File: src/rtl/multicycle_ctrl_v2.sv
// Multicycle RISC-V style control unit.
// Moore FSM sequencing fetch/decode/execute for R-type, OP-IMM, load, store,
// branch and JAL. Memory waits are bounded; an illegal opcode or a wait
// timeout parks the FSM in TRAP until reset. Also counts retired instructions.
module multicycle_ctrl_v2 #(
  parameter int CNT_W       = 32,
  parameter bit EN_ITYPE    = 1'b1,
  parameter bit EN_JAL      = 1'b1,
  parameter int MEM_TIMEOUT = 15
) (
  input  logic             clk,
  input  logic             reset_n,
  input  logic [6:0]       opcode,
  input  logic             mem_ready,
  output logic             PCWriteCond,
  output logic             PCWrite,
  output logic             IorD,
  output logic             MemRead,
  output logic             MemWrite,
  output logic             IRWrite,
  output logic             RegWrite,
  output logic             ALUSrcA,
  output logic [1:0]       PCSource,
  output logic [1:0]       MemtoReg,
  output logic [1:0]       ALUOp,
  output logic [1:0]       ALUSrcB,
  output logic [CNT_W-1:0] instret,
  output logic             trap,
  output logic [1:0]       trap_cause,
  output logic [3:0]       state
);

  localparam int WAIT_W = (MEM_TIMEOUT < 1) ? 1 : $clog2(MEM_TIMEOUT + 1);
  localparam logic [WAIT_W-1:0] WAIT_MAX = WAIT_W'(MEM_TIMEOUT);

  localparam logic [6:0] OP_RTYPE  = 7'b0110011;
  localparam logic [6:0] OP_LOAD   = 7'b0000011;
  localparam logic [6:0] OP_STORE  = 7'b0100011;
  localparam logic [6:0] OP_BRANCH = 7'b1100011;
  localparam logic [6:0] OP_IMM    = 7'b0010011;
  localparam logic [6:0] OP_JAL    = 7'b1101111;

  localparam logic [1:0] CAUSE_ILL = 2'b01;
  localparam logic [1:0] CAUSE_TMO = 2'b10;

  typedef enum logic [3:0] {
    ST_IF   = 4'd0,
    ST_ID   = 4'd1,
    ST_MA   = 4'd2,
    ST_MEMR = 4'd3,
    ST_MRCS = 4'd4,
    ST_MEMW = 4'd5,
    ST_EX   = 4'd6,
    ST_RT   = 4'd7,
    ST_BC   = 4'd8,
    ST_EXI  = 4'd9,
    ST_JMP  = 4'd10,
    ST_TRAP = 4'd11
  } state_t;

  state_t            cur, nxt;
  logic [WAIT_W-1:0] wait_cnt;
  logic [1:0]        cause_nxt;
  logic              timeout;
  logic              waiting;
  logic              retire;

  assign state   = cur;
  // The three states that wait on memory share one bounded wait counter.
  assign waiting = (cur == ST_IF) || (cur == ST_MEMR) || (cur == ST_MEMW);
  assign timeout = waiting && !mem_ready && (wait_cnt == WAIT_MAX);

  // Next-state and trap-cause selection.
  always_comb begin
    nxt       = cur;
    cause_nxt = 2'b00;
    case (cur)
      ST_IF: begin
        if (mem_ready)    nxt = ST_ID;
        else if (timeout) begin nxt = ST_TRAP; cause_nxt = CAUSE_TMO; end
      end
      ST_ID: begin
        case (opcode)
          OP_RTYPE:          nxt = ST_EX;
          OP_LOAD, OP_STORE: nxt = ST_MA;
          OP_BRANCH:         nxt = ST_BC;
          OP_IMM: begin
            if (EN_ITYPE) nxt = ST_EXI;
            else begin nxt = ST_TRAP; cause_nxt = CAUSE_ILL; end
          end
          OP_JAL: begin
            if (EN_JAL) nxt = ST_JMP;
            else begin nxt = ST_TRAP; cause_nxt = CAUSE_ILL; end
          end
          default: begin nxt = ST_TRAP; cause_nxt = CAUSE_ILL; end
        endcase
      end
      // IR is stable after fetch, so the opcode still tells load from store.
      ST_MA: nxt = (opcode == OP_STORE) ? ST_MEMW : ST_MEMR;
      ST_MEMR: begin
        if (mem_ready)    nxt = ST_MRCS;
        else if (timeout) begin nxt = ST_TRAP; cause_nxt = CAUSE_TMO; end
      end
      ST_MEMW: begin
        if (mem_ready)    nxt = ST_IF;
        else if (timeout) begin nxt = ST_TRAP; cause_nxt = CAUSE_TMO; end
      end
      ST_MRCS: nxt = ST_IF;
      ST_EX:   nxt = ST_RT;
      ST_EXI:  nxt = ST_RT;
      ST_RT:   nxt = ST_IF;
      ST_BC:   nxt = ST_IF;
      ST_JMP:  nxt = ST_IF;
      ST_TRAP: nxt = ST_TRAP;
      // Unused encodings fall back to fetch.
      default: nxt = ST_IF;
    endcase
  end

  // An instruction retires on the edge leaving its last state.
  always_comb begin
    retire = 1'b0;
    case (cur)
      ST_MRCS, ST_RT, ST_BC, ST_JMP: retire = 1'b1;
      ST_MEMW:                       retire = mem_ready;
      default:                       retire = 1'b0;
    endcase
  end

  // State, wait counter, retire counter and sticky trap registers.
  always_ff @(posedge clk or negedge reset_n) begin
    if (!reset_n) begin
      cur        <= ST_IF;
      wait_cnt   <= '0;
      instret    <= '0;
      trap       <= 1'b0;
      trap_cause <= 2'b00;
    end else begin
      cur <= nxt;
      // Any state change clears the counter, so each waiting state starts at 0.
      if (nxt != cur)                wait_cnt <= '0;
      else if (waiting && !mem_ready) wait_cnt <= wait_cnt + WAIT_W'(1);
      if (retire) instret <= instret + CNT_W'(1);
      if (nxt == ST_TRAP && cur != ST_TRAP) begin
        trap       <= 1'b1;
        trap_cause <= cause_nxt;
      end
    end
  end

  // Datapath controls decoded from the current state (and mem_ready in IF).
  always_comb begin
    PCWriteCond = 1'b0;
    PCWrite     = 1'b0;
    IorD        = 1'b0;
    MemRead     = 1'b0;
    MemWrite    = 1'b0;
    IRWrite     = 1'b0;
    RegWrite    = 1'b0;
    ALUSrcA     = 1'b0;
    PCSource    = 2'b00;
    MemtoReg    = 2'b00;
    ALUOp       = 2'b00;
    ALUSrcB     = 2'b00;
    case (cur)
      ST_IF: begin
        MemRead = 1'b1;
        ALUSrcB = 2'b01;
        // PC+4 and IR load only when the fetch actually completes.
        IRWrite = mem_ready;
        PCWrite = mem_ready;
      end
      ST_ID: begin
        ALUSrcB = 2'b10;
        ALUOp   = 2'b00;
      end
      ST_MA: begin
        ALUSrcA = 1'b1;
        ALUSrcB = 2'b10;
      end
      ST_MEMR: begin
        IorD    = 1'b1;
        MemRead = 1'b1;
      end
      ST_MEMW: begin
        IorD     = 1'b1;
        MemWrite = 1'b1;
      end
      ST_MRCS: begin
        RegWrite = 1'b1;
        MemtoReg = 2'b01;
      end
      ST_EX: begin
        ALUSrcA = 1'b1;
        ALUOp   = 2'b10;
      end
      ST_EXI: begin
        ALUSrcA = 1'b1;
        ALUSrcB = 2'b10;
        ALUOp   = 2'b11;
      end
      ST_RT: begin
        RegWrite = 1'b1;
        MemtoReg = 2'b00;
      end
      ST_BC: begin
        ALUSrcA     = 1'b1;
        ALUOp       = 2'b01;
        PCWriteCond = 1'b1;
        PCSource    = 2'b01;
      end
      // JAL writes the PC as link value while redirecting to the target.
      ST_JMP: begin
        PCWrite  = 1'b1;
        PCSource = 2'b10;
        RegWrite = 1'b1;
        MemtoReg = 2'b10;
      end
      default: ;
    endcase
  end

endmodule

File: config.mk
export PLATFORM = sky130hd
export DESIGN_NAME = multicycle_ctrl_v2
export DESIGN_NICKNAME = d
export VERILOG_FILES = /design/src/rtl/multicycle_ctrl_v2.sv
export SDC_FILE = /design/constraint.sdc
export NUM_CORES = 1
export LEC_CHECK = 0
export ABC_AREA = 0
export CORE_UTILIZATION = 41
export DETAILED_ROUTE_END_ITERATION = 8
export GPL_TIMING_DRIVEN = 0
export PLACE_DENSITY = 0.69
export SLEW_MARGIN = 20
export SYNTH_ARGS = -nofsm -noshare
export SYNTH_HDL_FRONTEND = slang
export SYNTH_SLANG_ARGS = --single-unit
File: constraint.sdc
create_clock -name clk -period 3.25 [get_ports clk]
set_clock_uncertainty 0.1 [all_clocks]
set_input_delay 0.4875 -clock clk [delete_from_list [all_inputs] [get_ports clk]]
set_output_delay 0.4875 -clock clk [all_outputs]
set_load 0.005 [all_outputs]
==> flow_summary.yaml <==
sta:
  finalSetupTns_ns: 0
  report.final.slew_viol_count: 0
  rsz0062_at_grt: "no"
  setup_viol: 0
  slew_headroom: 0.542
  clock.fmax_ghz: 0.324
  timing.final.crit_share: 0.949
  hold_ws_ns: -0.000304
  fin_crit_ns: 3.08
  worst_pin_slew_ns: 0.677
  finalHoldViolCount: 1
synth:
  synth_top_area_frac: 0.421
  async_reset_ff_frac: 1.00
  synth.most_common_cell: "dfrtp_1"
  syn_area_per_cell_um2: 9.68
  yosysWarnings: 0
  syn_nets: 276
  synth.cell_area_um2: 2550
  synth_flop_cell: "dfrtp_1"
  synth_edf_count: 0
  synth_top_cell_by_area: "dfrtp_1"
  synth_cell_types: 61
  ys_seq_elements: 43
  synthTopCellsByCount: "dfrtp_1 (43), nor2_1 (26), xnor2_1 (20)"
  ys_seq_area_frac: 0.421
  synthTopCellsByArea: "dfrtp_1 (42%), xnor2_1 (6.9%), xor2_1 (5.1%)"
  syn_inst: 264
power_and_ir_drop:
  leakage_nw: 1.40
  powerDensity_nw_per_um2: 673
  vdd_drop_max_uv: 415
floorplanning:
  die_w_um: 80.9
  coreArea_um2: 5960
  dieArea_um2: 6550
  io_pins: 65
  num_rows: 28
  start_util: 0.429
  die_y_um: 80.9
outcome:
  violations: "hold timing"
  outcome: "finished with violations"
flow_run:
  cap_violations: 0
setup_path:
  crit_buf_inv: 3
  cp_slowest_cell: "clkdlybuf4s50_1"
  worstSetupPathType: "flop to output pin"
  crit_chain: "buf_2 -> buf_1 -> mux2_2 -> o22ai_1 -> clkdlybuf4s50_1"
  path_max_fanout: 10
  cp.arrival_ns: 2.50
  crit_family: "buffers and inverters"
  worstPathRequired_ns: 2.66
  critical_path.max_stage_delay_ns: 0.54
  startpoint_type: "flop"
  cp-end-kind: "output pin"
place:
  hpwl_um: 4410
  globalplace.congestion: 0.848
  post_dp_cell_area_um2: 3290
  io_buffers: 63
drt:
  ant_nets: 0
  avgRoutedWirePerCell_um: 14.7
  route.detailed.drc: 0
  dr.pass1.iters: 4
  drt_iter0_drc: 116
  wl_um: 6040
  via_count: 2261
  routed_via_density: 5.51
global_route:
  first_global_vias: 2090
  grt_pass1_wl_um: 10100
  antenna_found_initial: 0
  grt_max_degree: 27
  track_usage: 0.201
  grt_overflow: 0
clock_network:
  path_clk_slew_ns: 0.08
  ctsHoldBuffers: 0
  clockBufferDepth: 2
  root_buffer: "clkbuf_8"
  cts_setup_buffers: 0
  cts_tree: "done"
  htree_levels: 2
  clkLatencyLatePin_ns: 0.30
  clock-sinks: 43
  cts_buffers: 5
  cts_resized: 0
layout:
  area_growth_pct: 33.0
  finalInstanceArea_um2: 3400
  drive_gt1_frac: 0.0925
  nNetsFinal: 347
  num_antenna_cells: 0
hold_path:
  hp-class: "input pin to async pin"
-- worst paths after layout --
check | from | slack, ns | to | depth (start not counted)
setup / recovery | state[1] | 0.17 | RegWrite | 5
hold / removal | reset_n | -0.0003 | instret[31] | 1
setup reg to reg | state[1] | 0.81 | trap | 7
hold reg to reg | instret[31] | 0.38 | instret[31] | 1
max in group asynchronous | reset_n | 2.58 | instret[1] | 2
min in group clk | instret[31] | 0.38 | instret[31] | 1
-- where the power goes --
group	internal [W]	switching [W]
registers	0.000603	0.000104
logic	0.000581	0.000590
clock network	0.000225	0.000181
total	0.00141	0.000875
-- metal layers --
layer / track usage / part of all wire / vias to the layer above
met3: 0.0506 / 0.056 / 10
li1: - / - / 1100
met4: 0.0518 / 0.015 / 0
met1: 0.300 / 0.49 / 1081
met2: 0.285 / 0.44 / 70
met5: 0 / 0 / -
-- through the flow --
stage,std cells,power [W],setup WS (ns),util
after floorplan,264,0.00138,1.01,-
after global placement,402,0.00186,0.460,0.551
after detailed placement,403,0.00187,0.439,0.553
after CTS,410,0.00229,0.193,0.570
after global routing,410,0.00245,0.0771,0.570
final,410,0.00228,0.166,0.570
-- sequential cells by signal (all words and copies together) (netlist names) --
register / count
wait_cnt: 4
state: 4
trap_cause: 2
instret: 32
trap: 1
-- placed cells by master, fill, tap and decap left out, types with 3 or more instances in the layout --
cell type,count
a211oi_1,7
a21o_1,4
a21oi_1,7
buf_2,6
clkbuf_1,3
clkbuf_8,5
clkdlybuf4s50_1,62
dfrtp_1,43
inv_1,10
mux2_2,3
nand2_1,15
nand2b_1,6
nand3_1,10
nand3b_1,5
nand4_1,6
nor2_1,26
nor3_1,8
nor4_1,8
o21ai_0,4
or3_1,3
or3b_1,3
xnor2_1,20
xor2_1,15
-- cells by family after synthesis --
logic type,after synthesis,share of synthesized area
AND/OR/NAND/NOR,113,0.257
XOR/XNOR,35,0.120
flip-flops,43,0.421
adder cells (fa/ha/maj),2,0.00979
AO/OA/AOI/OAI,46,0.136
multiplexers,3,0.0132
buffers and inverters,22,0.0436
-- cell type report --
type | count | area, µm²
Sequential cell | 43 | 1080
Clock buffer | 6 | 72.6
Multi-Input combinational cell | 199 | 1370
Clock inverter | 1 | 30.0
Timing Repair Buffer | 64 | 646
Fill cell | 538 | 2560
Buffer | 12 | 73.8
Tap cell | 75 | 93.8
Inverter | 10 | 37.5
No activity file was read; power rests on OpenSTA's default activity.
